--- src/rtl/uart_tx_feeder.sv ---
// Host-side character FIFO that feeds a UART transmitter one character at a time,
// holding txd_startH for START_CYC cycles and waiting for a txd_done rising edge.
module uart_tx_feeder #(
  parameter int DATA_BITS = 8,
  parameter int DEPTH     = 8,
  parameter int START_CYC = 2,
  localparam int AW       = $clog2(DEPTH)
) (
  input  logic                 bclk,
  input  logic                 rst,
  input  logic                 wr_en,
  input  logic [DATA_BITS-1:0] wr_data,
  output logic                 full,
  output logic                 empty,
  output logic [AW:0]          count,
  output logic                 overflow,
  output logic [DATA_BITS-1:0] tx_data,
  output logic                 txd_startH,
  input  logic                 txd_done,
  output logic                 busy
);

  typedef enum logic [1:0] {IDLE = 2'd0, START = 2'd1, WAIT = 2'd2} state_t;

  state_t               state_q, state_d;
  logic [3:0]           cnt_q, cnt_d;
  logic [AW-1:0]        rd_ptr_q, rd_ptr_d, wr_ptr_q, wr_ptr_d;
  logic [AW:0]          count_q, count_d;
  logic                 ovf_q, ovf_d;
  logic [DATA_BITS-1:0] tx_q, tx_d;
  logic                 done_q;
  logic                 done_rise, pop, push;
  logic [DATA_BITS-1:0] mem [DEPTH];

  assign full       = (count_q == (AW+1)'(DEPTH));
  assign empty      = (count_q == '0);
  assign count      = count_q;
  assign overflow   = ovf_q;
  assign tx_data    = tx_q;
  assign txd_startH = (state_q == START);
  assign busy       = (state_q != IDLE);
  assign done_rise  = txd_done & ~done_q;

  always_comb begin
    state_d  = state_q;
    cnt_d    = cnt_q;
    tx_d     = tx_q;
    pop      = 1'b0;
    case (state_q)
      IDLE: if (!empty) begin
        pop     = 1'b1;
        tx_d    = mem[rd_ptr_q];
        cnt_d   = 4'(START_CYC);
        state_d = START;
      end
      START: if (cnt_q == 4'd1) state_d = WAIT;
             else               cnt_d   = cnt_q - 4'd1;
      WAIT:  if (done_rise) state_d = IDLE;
      default: state_d = IDLE;
    endcase

    // A full FIFO still accepts a write when the head leaves on the same edge.
    push     = wr_en & (~full | pop);
    ovf_d    = ovf_q | (wr_en & ~push);
    rd_ptr_d = pop  ? rd_ptr_q + AW'(1) : rd_ptr_q;
    wr_ptr_d = push ? wr_ptr_q + AW'(1) : wr_ptr_q;
    case ({push, pop})
      2'b10:   count_d = count_q + (AW+1)'(1);
      2'b01:   count_d = count_q - (AW+1)'(1);
      default: count_d = count_q;
    endcase
  end

  always_ff @(posedge bclk or posedge rst) begin
    if (rst) begin
      state_q  <= IDLE;
      cnt_q    <= '0;
      rd_ptr_q <= '0;
      wr_ptr_q <= '0;
      count_q  <= '0;
      ovf_q    <= 1'b0;
      tx_q     <= '0;
      done_q   <= 1'b0;
    end else begin
      state_q  <= state_d;
      cnt_q    <= cnt_d;
      rd_ptr_q <= rd_ptr_d;
      wr_ptr_q <= wr_ptr_d;
      count_q  <= count_d;
      ovf_q    <= ovf_d;
      tx_q     <= tx_d;
      done_q   <= txd_done;
    end
  end

  // Storage needs no reset; the pointers and count define what is valid.
  always_ff @(posedge bclk) begin
    if (push) mem[wr_ptr_q] <= wr_data;
  end

endmodule

--- config.mk ---
export PLATFORM = sky130hd
export DESIGN_NAME = uart_tx_feeder
export DESIGN_NICKNAME = d
export VERILOG_FILES = /design/src/rtl/uart_tx_feeder.sv
export SDC_FILE = /design/constraint.sdc
export NUM_CORES = 1
export LEC_CHECK = 0
export ABC_AREA = 1
export CORE_MARGIN = 2
export CORE_UTILIZATION = 30
export DETAILED_ROUTE_END_ITERATION = 10
export PLACE_DENSITY = 0.46
export SYNTH_ARGS = -nofsm -noshare
export SYNTH_HDL_FRONTEND = slang
export SYNTH_SLANG_ARGS = --single-unit
--- constraint.sdc ---
create_clock -name bclk -period 2.6 [get_ports bclk]
set_clock_uncertainty 0.05 [all_clocks]
set_input_delay 0.39 -clock bclk [delete_from_list [all_inputs] [get_ports bclk]]
set_output_delay 0.39 -clock bclk [all_outputs]
set_load 0.01 [all_outputs]
==> results of run 1 <==
==> metrics by stage <==
| step | hold slack, ps | total power [uW] |
|---|---|---|
| 2_1_floorplan | 371.4 | 3403 |
| 3_3_place_gp | 404.9 | 4147 |
| 3_5_place_dp | 408.6 | 4165 |
| 4_1_cts | 385.9 | 5457 |
| 5_1_grt | 429.8 | 5765 |
| 6_report | 381.6 | 5370 |
==> per-layer routing <==
metal  part of all wire (%)  up-vias  wire (um)
met5                      0        -          0
met4                    1.2        0        101
met3                    2.7        8        219
met2                     48       31       3887
met1                     48     1202       3919
li1                       -     1197          -
==> logic make-up (layout without fill, tap and decap cells) <==
group,after synthesis,in the layout
and+or+nand+nor,124,124
DFF,90,90
AOI/OAI and AO/OA,58,58
buffers and inverters,37,82
adders and majority gates,7,7
xor gates and xnor gates,6,6
==> worst max-delay path: cells and delay by family (launching register included) <==
family,cells,cell delay [ps]
flip-flops,1,440
AND/OR/NAND/NOR,2,300
buffers and inverters,2,640
==> power by group <==
part	internal [uW]	leakage, uW	switching [uW]	total, uW
logic	795	0.000700	1210	2000
registers	1890	0.000891	198	2090
clock network	754	0.000142	521	1280
==> cell usage after synthesis (all sizes together) <==
cell type / count / area, sq um
ha: 6 / 75.07
xor2: 5 / 43.79
nor3: 10 / 55.05
nand3: 18 / 90.09
nor2: 58 / 235.2
edfxtp: 64 / 1922
o31ai: 1 / 7.510
a21oi: 3 / 18.77
dfrtp: 26 / 650.6
o21ai: 35 / 175.2
fa: 1 / 20.02
o211ai: 17 / 127.6
inv: 23 / 86.33
a31oi: 1 / 6.260
buf: 13 / 71.32
nand4: 1 / 6.260
clkinv: 1 / 3.750
nand2: 37 / 156.4
xnor2: 1 / 8.760
a31o: 1 / 8.760
==> cell type report <==
cell class / instances / area, sq um
clock buffer: 15 / 287.8
clock inverter: 1 / 7.507
fill: 1184 / 7561
inverter: 24 / 90.09
multi-input combinational: 195 / 1035
sequential: 90 / 2572
tap: 168 / 210.2
timing repair buffer: 42 / 397.9
==> registers in the layout, indices dropped and copies added, names as in the netlist <==
signal and count:
mem 64, tx_data 8, cnt_q 4, count 4, rd_ptr_q 3, wr_ptr_q 3
state_q 2, done_q 1, overflow 1
==> worst paths after layout <==
path | cells past startpoint | to | start | slack, ps
worst min register to register | 1 | overflow$_DFF_PP0_ | overflow$_DFF_PP0_ | 420
worst max-delay path | 4 | full | count[0]$_DFFE_PP0P_ | 440
max in group asynchronous | 3 | tx_data[6]$_DFFE_PP0P_ | rst | 1860
worst min-delay path | 3 | state_q[0]$_DFFE_PP0P_ | rst | 380
min in group bclk | 1 | overflow$_DFF_PP0_ | overflow$_DFF_PP0_ | 420
worst max register to register | 12 | count[3]$_DFFE_PP0P_ | count[0]$_DFFE_PP0P_ | 640
==> impl_metrics.toml, run 1 <==
[run_status]
run_status = "complete, no violations"

[yosys]
synth_compound_area_share_pct = 9.130
synthCells = 322
synth_sequential_area_ratio_pct = 68.26
postSynthAreaPerCell_sq_um = 11.70
synth_top_family_by_area = "simple AND/OR/NAND/NOR gates"
yosys_warnings = 0
yosys_register_bits = 90
synth-simple-area-share_pct = 14.41
synthesis.area_sq_um = 3769
yosys-mux-area-fraction_pct = 0
number_of_unique_standard_cell_types_used_by_synthesis = 29
synth-adder-area-share_pct = 2.523
synth_nets = 341
synth_xor_xnor_area_share_pct = 1.394

[hold_path]
worst_hold_path_type = "primary input to asynchronous set/reset pin"

[clock_network]
clk_transition_reported_paths_ps = 60
cts.repair.resized = 0
numCtsBuffers = 9
worst_skew_pair.late_latency_ps = 340
clockBufferDepth = 2
cts.repair_timing.setup_buffer_count = 0
cts.root.buffer_cell = "sky130_fd_sc_hd__clkbuf_16"
cts-htree-levels = 3
post_cts_hold_buffer_count = 0
cts_tree = "built"
cts_num_sinks = 90

[global_routing]
grt_pass1_vias = 2432
grt-busiest-layer = "met2"
grtUsageMet2_pct = 21.44
global_route.usage.total_pct = 13.38
gr-usage-met3_pct = 3.452
grt_first_pass_wirelength_mm = 13.28
global_route.overflow_total = 0
globalRouteMet1Util_pct = 17.74
grt_start_max_net_pins = 34
grt_antenna_before_repair = 0

[layout]
syn2layout_area_growth_pct = 22.08
insertedDiodeCount = 0
final_area_sq_um = 4601
final_layout_size_suffix_gt1_share_pct = 12.26
commonest_cells_after_routing_fill_and_taps_aside = "sky130_fd_sc_hd__edfxtp_1 (64), sky130_fd_sc_hd__nor2_1 (53), sky130_fd_sc_hd__nand2_1 (32)"
finalCoreUtilization_pct = 37.83
design.final.nets = 381
final_cells = 535
final_common_cell = "sky130_fd_sc_hd__edfxtp_1"

[worst_setup_path]
max_stage_delay_ps = 530
kind_of_end_point_of_the_critical_path = "output pin"
cp.required_ps = 2160
cp_max_fo = 5
kind_of_launch_point_of_the_worst_setup_path = "flip-flop"
worstSetupPathType = "flip-flop to output pin"
cp.arrival_ps = 1720
crit_slowest_cell = "sky130_fd_sc_hd__clkdlybuf4s50_1"
path_cells = "nor2_2 -> nand3_1 -> inv_2 -> clkdlybuf4s50_1"

[timing]
max_slew.worst_pin.slew_ps = 588.2
final.setup.tns_ps = 0
maxClockFrequency_ghz = 0.4624
final_period_minus_worst_setup_slack_ps = 2163
final-setup-viol-count = 0
drv_slew = 0
post-route-period-util_pct = 83.19
hold_viol = 0
worst_slack_ps = 437.2
rsz_0062_raised_after_global_routing = "no"
relSlewSlack_pct = 60.73

[floorplanning]
die-area_sq_um = 13470
io_pins = 29
initial_core_util_pct = 30.99
placeableCoreArea_sq_um = 12160
floorplan.rows = 40
die_width_um = 116.1
die_y_um = 116.1

[place]
detailed_place.area_sq_um = 4305
placedCellCount = 519
routability_congestion_estimate_from_global_placement = 0.7196
dp_slack_ps = 440.9
port_buffers = 28
hpwl_mm = 5.156

[routing]
drt_iter0_drc = 183
wirelength_mm = 8.127
dr_total_vias = 2438
drt-vias-per-instance = 4.557
drtPass1Iterations = 4
ant_nets = 0
wire_length_per_cell_um = 15.19
route.detailed.drc = 0

[pwr]
power_density_nw_per_um2 = 1167
leakagePower_uw = 0.001733
max-vdd-ir-drop_v = 0.0005208

[run]
maxCapViolCount = 0
Power figures use the tool's default switching activity.
==> run 2, diff against run 1 <==
--- a/config.mk
+++ b/config.mk
@@ -9,7 +9,7 @@
 export CORE_MARGIN = 2
 export CORE_UTILIZATION = 30
 export DETAILED_ROUTE_END_ITERATION = 10
-export PLACE_DENSITY = 0.46
+export PLACE_DENSITY = 0.47
 export SYNTH_ARGS = -nofsm -noshare
 export SYNTH_HDL_FRONTEND = slang
 export SYNTH_SLANG_ARGS = --single-unit
==> constraint.sdc (replaced) <==
create_clock -name bclk -period 1.9 [get_ports bclk]
set_clock_uncertainty 0.05 [all_clocks]
set_input_delay 0.285 -clock bclk [delete_from_list [all_inputs] [get_ports bclk]]
set_output_delay 0.285 -clock bclk [all_outputs]
set_load 0.01 [all_outputs]
==> run 2 against run 1 <==
Net effect: power grew 39%; register-to-register slack worse by 490 ps; hold slack got worse by 120 ps; wire length fell by 2.6%; combinational power increased by 45%; design area increased by 1.6%; first-iteration DRC count shrank 45%; die area is the same; critical path type unchanged; largest cell class unchanged; highest routed layer unchanged.
==> impl_metrics.toml, run 2 (same netlist as run 1, synthesis figures left out) <==
[run_status]
run_status = "complete, no violations"

[floorplanning]
initial_core_util_pct = 30.99
die-area_sq_um = 13470
die_y_um = 116.1
placeableCoreArea_sq_um = 12160
io_pins = 29
floorplan.rows = 40
die_width_um = 116.1

[global_routing]
grt_antenna_before_repair = 0
global_route.overflow_total = 0
grt_pass1_vias = 2492
grt_start_max_net_pins = 35
grt_first_pass_wirelength_mm = 12.69
global_route.usage.total_pct = 12.65

[clock_network]
cts.root.buffer_cell = "sky130_fd_sc_hd__clkbuf_16"
post_cts_hold_buffer_count = 0
worst_skew_pair.late_latency_ps = 330
cts_tree = "built"
clk_transition_reported_paths_ps = 60
clockBufferDepth = 2
cts-htree-levels = 3
numCtsBuffers = 9
cts_num_sinks = 90

[worst_setup_path]
max_stage_delay_ps = 470
path_cells = "nor2_4 -> inv_1 -> clkdlybuf4s50_1"
cp.arrival_ps = 1470
cp_max_fo = 4
kind_of_launch_point_of_the_worst_setup_path = "flip-flop"
worst-path-buf-inv = 2
worstSetupPathType = "flip-flop to output pin"
critical-path-top-delay-family = "buffers and inverters"
kind_of_end_point_of_the_critical_path = "output pin"
crit_slowest_cell = "sky130_fd_sc_hd__clkdlybuf4s50_1"
cp.required_ps = 1560

[pwr]
power_density_nw_per_um2 = 1602
leakagePower_uw = 0.001786
max-vdd-ir-drop_v = 0.0005817
design_power_total_uw = 7487

[routing]
dr_total_vias = 2450
drt-vias-per-instance = 4.529
wire_length_per_cell_um = 14.63
wirelength_mm = 7.914
drtPass1Iterations = 4
drt_iter0_drc = 101
ant_nets = 0
route.detailed.drc = 0

[layout]
design.final.nets = 387
syn2layout_area_growth_pct = 24.00
commonest_cells_after_routing_fill_and_taps_aside = "sky130_fd_sc_hd__edfxtp_1 (64), sky130_fd_sc_hd__nor2_1 (53), sky130_fd_sc_hd__nand2_1 (32)"
insertedDiodeCount = 0
final_layout_size_suffix_gt1_share_pct = 14.75
final_area_sq_um = 4673
final_common_cell = "sky130_fd_sc_hd__edfxtp_1"
finalCoreUtilization_pct = 38.43
largest_reg_flops = 64
largest-register = "mem"
final_cells = 541

[place]
hpwl_mm = 5.396
detailed_place.area_sq_um = 4343
port_buffers = 28
routability_congestion_estimate_from_global_placement = 0.7318
placedCellCount = 524

[timing]
final-setup-viol-count = 0
rsz_0062_raised_after_global_routing = "no"
relSlewSlack_pct = 70.20
final.setup.tns_ps = 0
post-route-period-util_pct = 94.81
hold_viol = 0
maxClockFrequency_ghz = 0.5551
max_slew.worst_pin.slew_ps = 446.5
drv_slew = 0
final_period_minus_worst_setup_slack_ps = 1801

[hold_path]
worst_hold_path_type = "primary input to asynchronous set/reset pin"

[run]
maxCapViolCount = 0
-- run 2: routing by layer --
| metal | global-route usage [%] | routed length, um | up-vias |
|---|---|---|---|
| li1 | - | - | 1206 |
| met1 | 14.78 | 3635 | 1213 |
| met2 | 22.65 | 4004 | 19 |
| met3 | 3.347 | 152 | 12 |
| met4 | 4.048 | 122 | 0 |
| met5 | 0 | 0 | - |
-- run 2: final timing paths --
kind                                   startpoint                      to  slack, ps  cells past startpoint
setup / recovery           state_q[1]$_DFFE_PP0P_                    busy        100                      3
hold / removal                                rst      overflow$_DFF_PP0_        260                      3
setup reg to reg             count[0]$_DFFE_PP0P_    count[3]$_DFFE_PP0P_        150                     13
min in group bclk                        txd_done        done_q$_DFF_PP0_        370                      1
max in group asynchronous                     rst  state_q[1]$_DFFE_PP0P_       1260                      3
hold reg to reg            tx_data[5]$_DFFE_PP0P_  tx_data[5]$_DFFE_PP0P_        430                      2
-- run 2: layout make-up --
class | instances | area (sq um)
clock buffer | 9 | 225.2
clock inverter | 7 | 76.32
fill | 1184 | 7488
inverter | 24 | 90.09
multi-input combinational | 195 | 1055
sequential | 90 | 2574
tap | 168 | 210.2
timing repair buffer | 48 | 442.9
-- run 2: metrics by stage --
| step | worst slack, ps | hold WS [ps] |
|---|---|---|
| after global routing | 6.058 | 300.3 |
| after detailed placement | 27.48 | 416.3 |
| after CTS | 17.32 | 269.1 |
| after global placement | 56.73 | 405.0 |
| final | 98.65 | 259.9 |
| after floorplan | -95.05 | 266.4 |
-- run 2: worst min-delay path, delay by kind of cell --
kind                   cells  cell delay (ps)
buffers and inverters      3              760
-- run 2: power by group --
group / total, uW / internal, uW / leakage (uW) / switching, uW
Clock: 1780 / 1030 / 0.000150 / 755
Combinational: 2900 / 1170 / 0.000747 / 1730
Sequential: 2810 / 2590 / 0.000889 / 216
-- run 2: timing repair --
action	4_1_cts	5_1_grt
cloned	0	0
resized for setup	5	3
buffers inserted	1	0
setup endpoints to repair	3	3
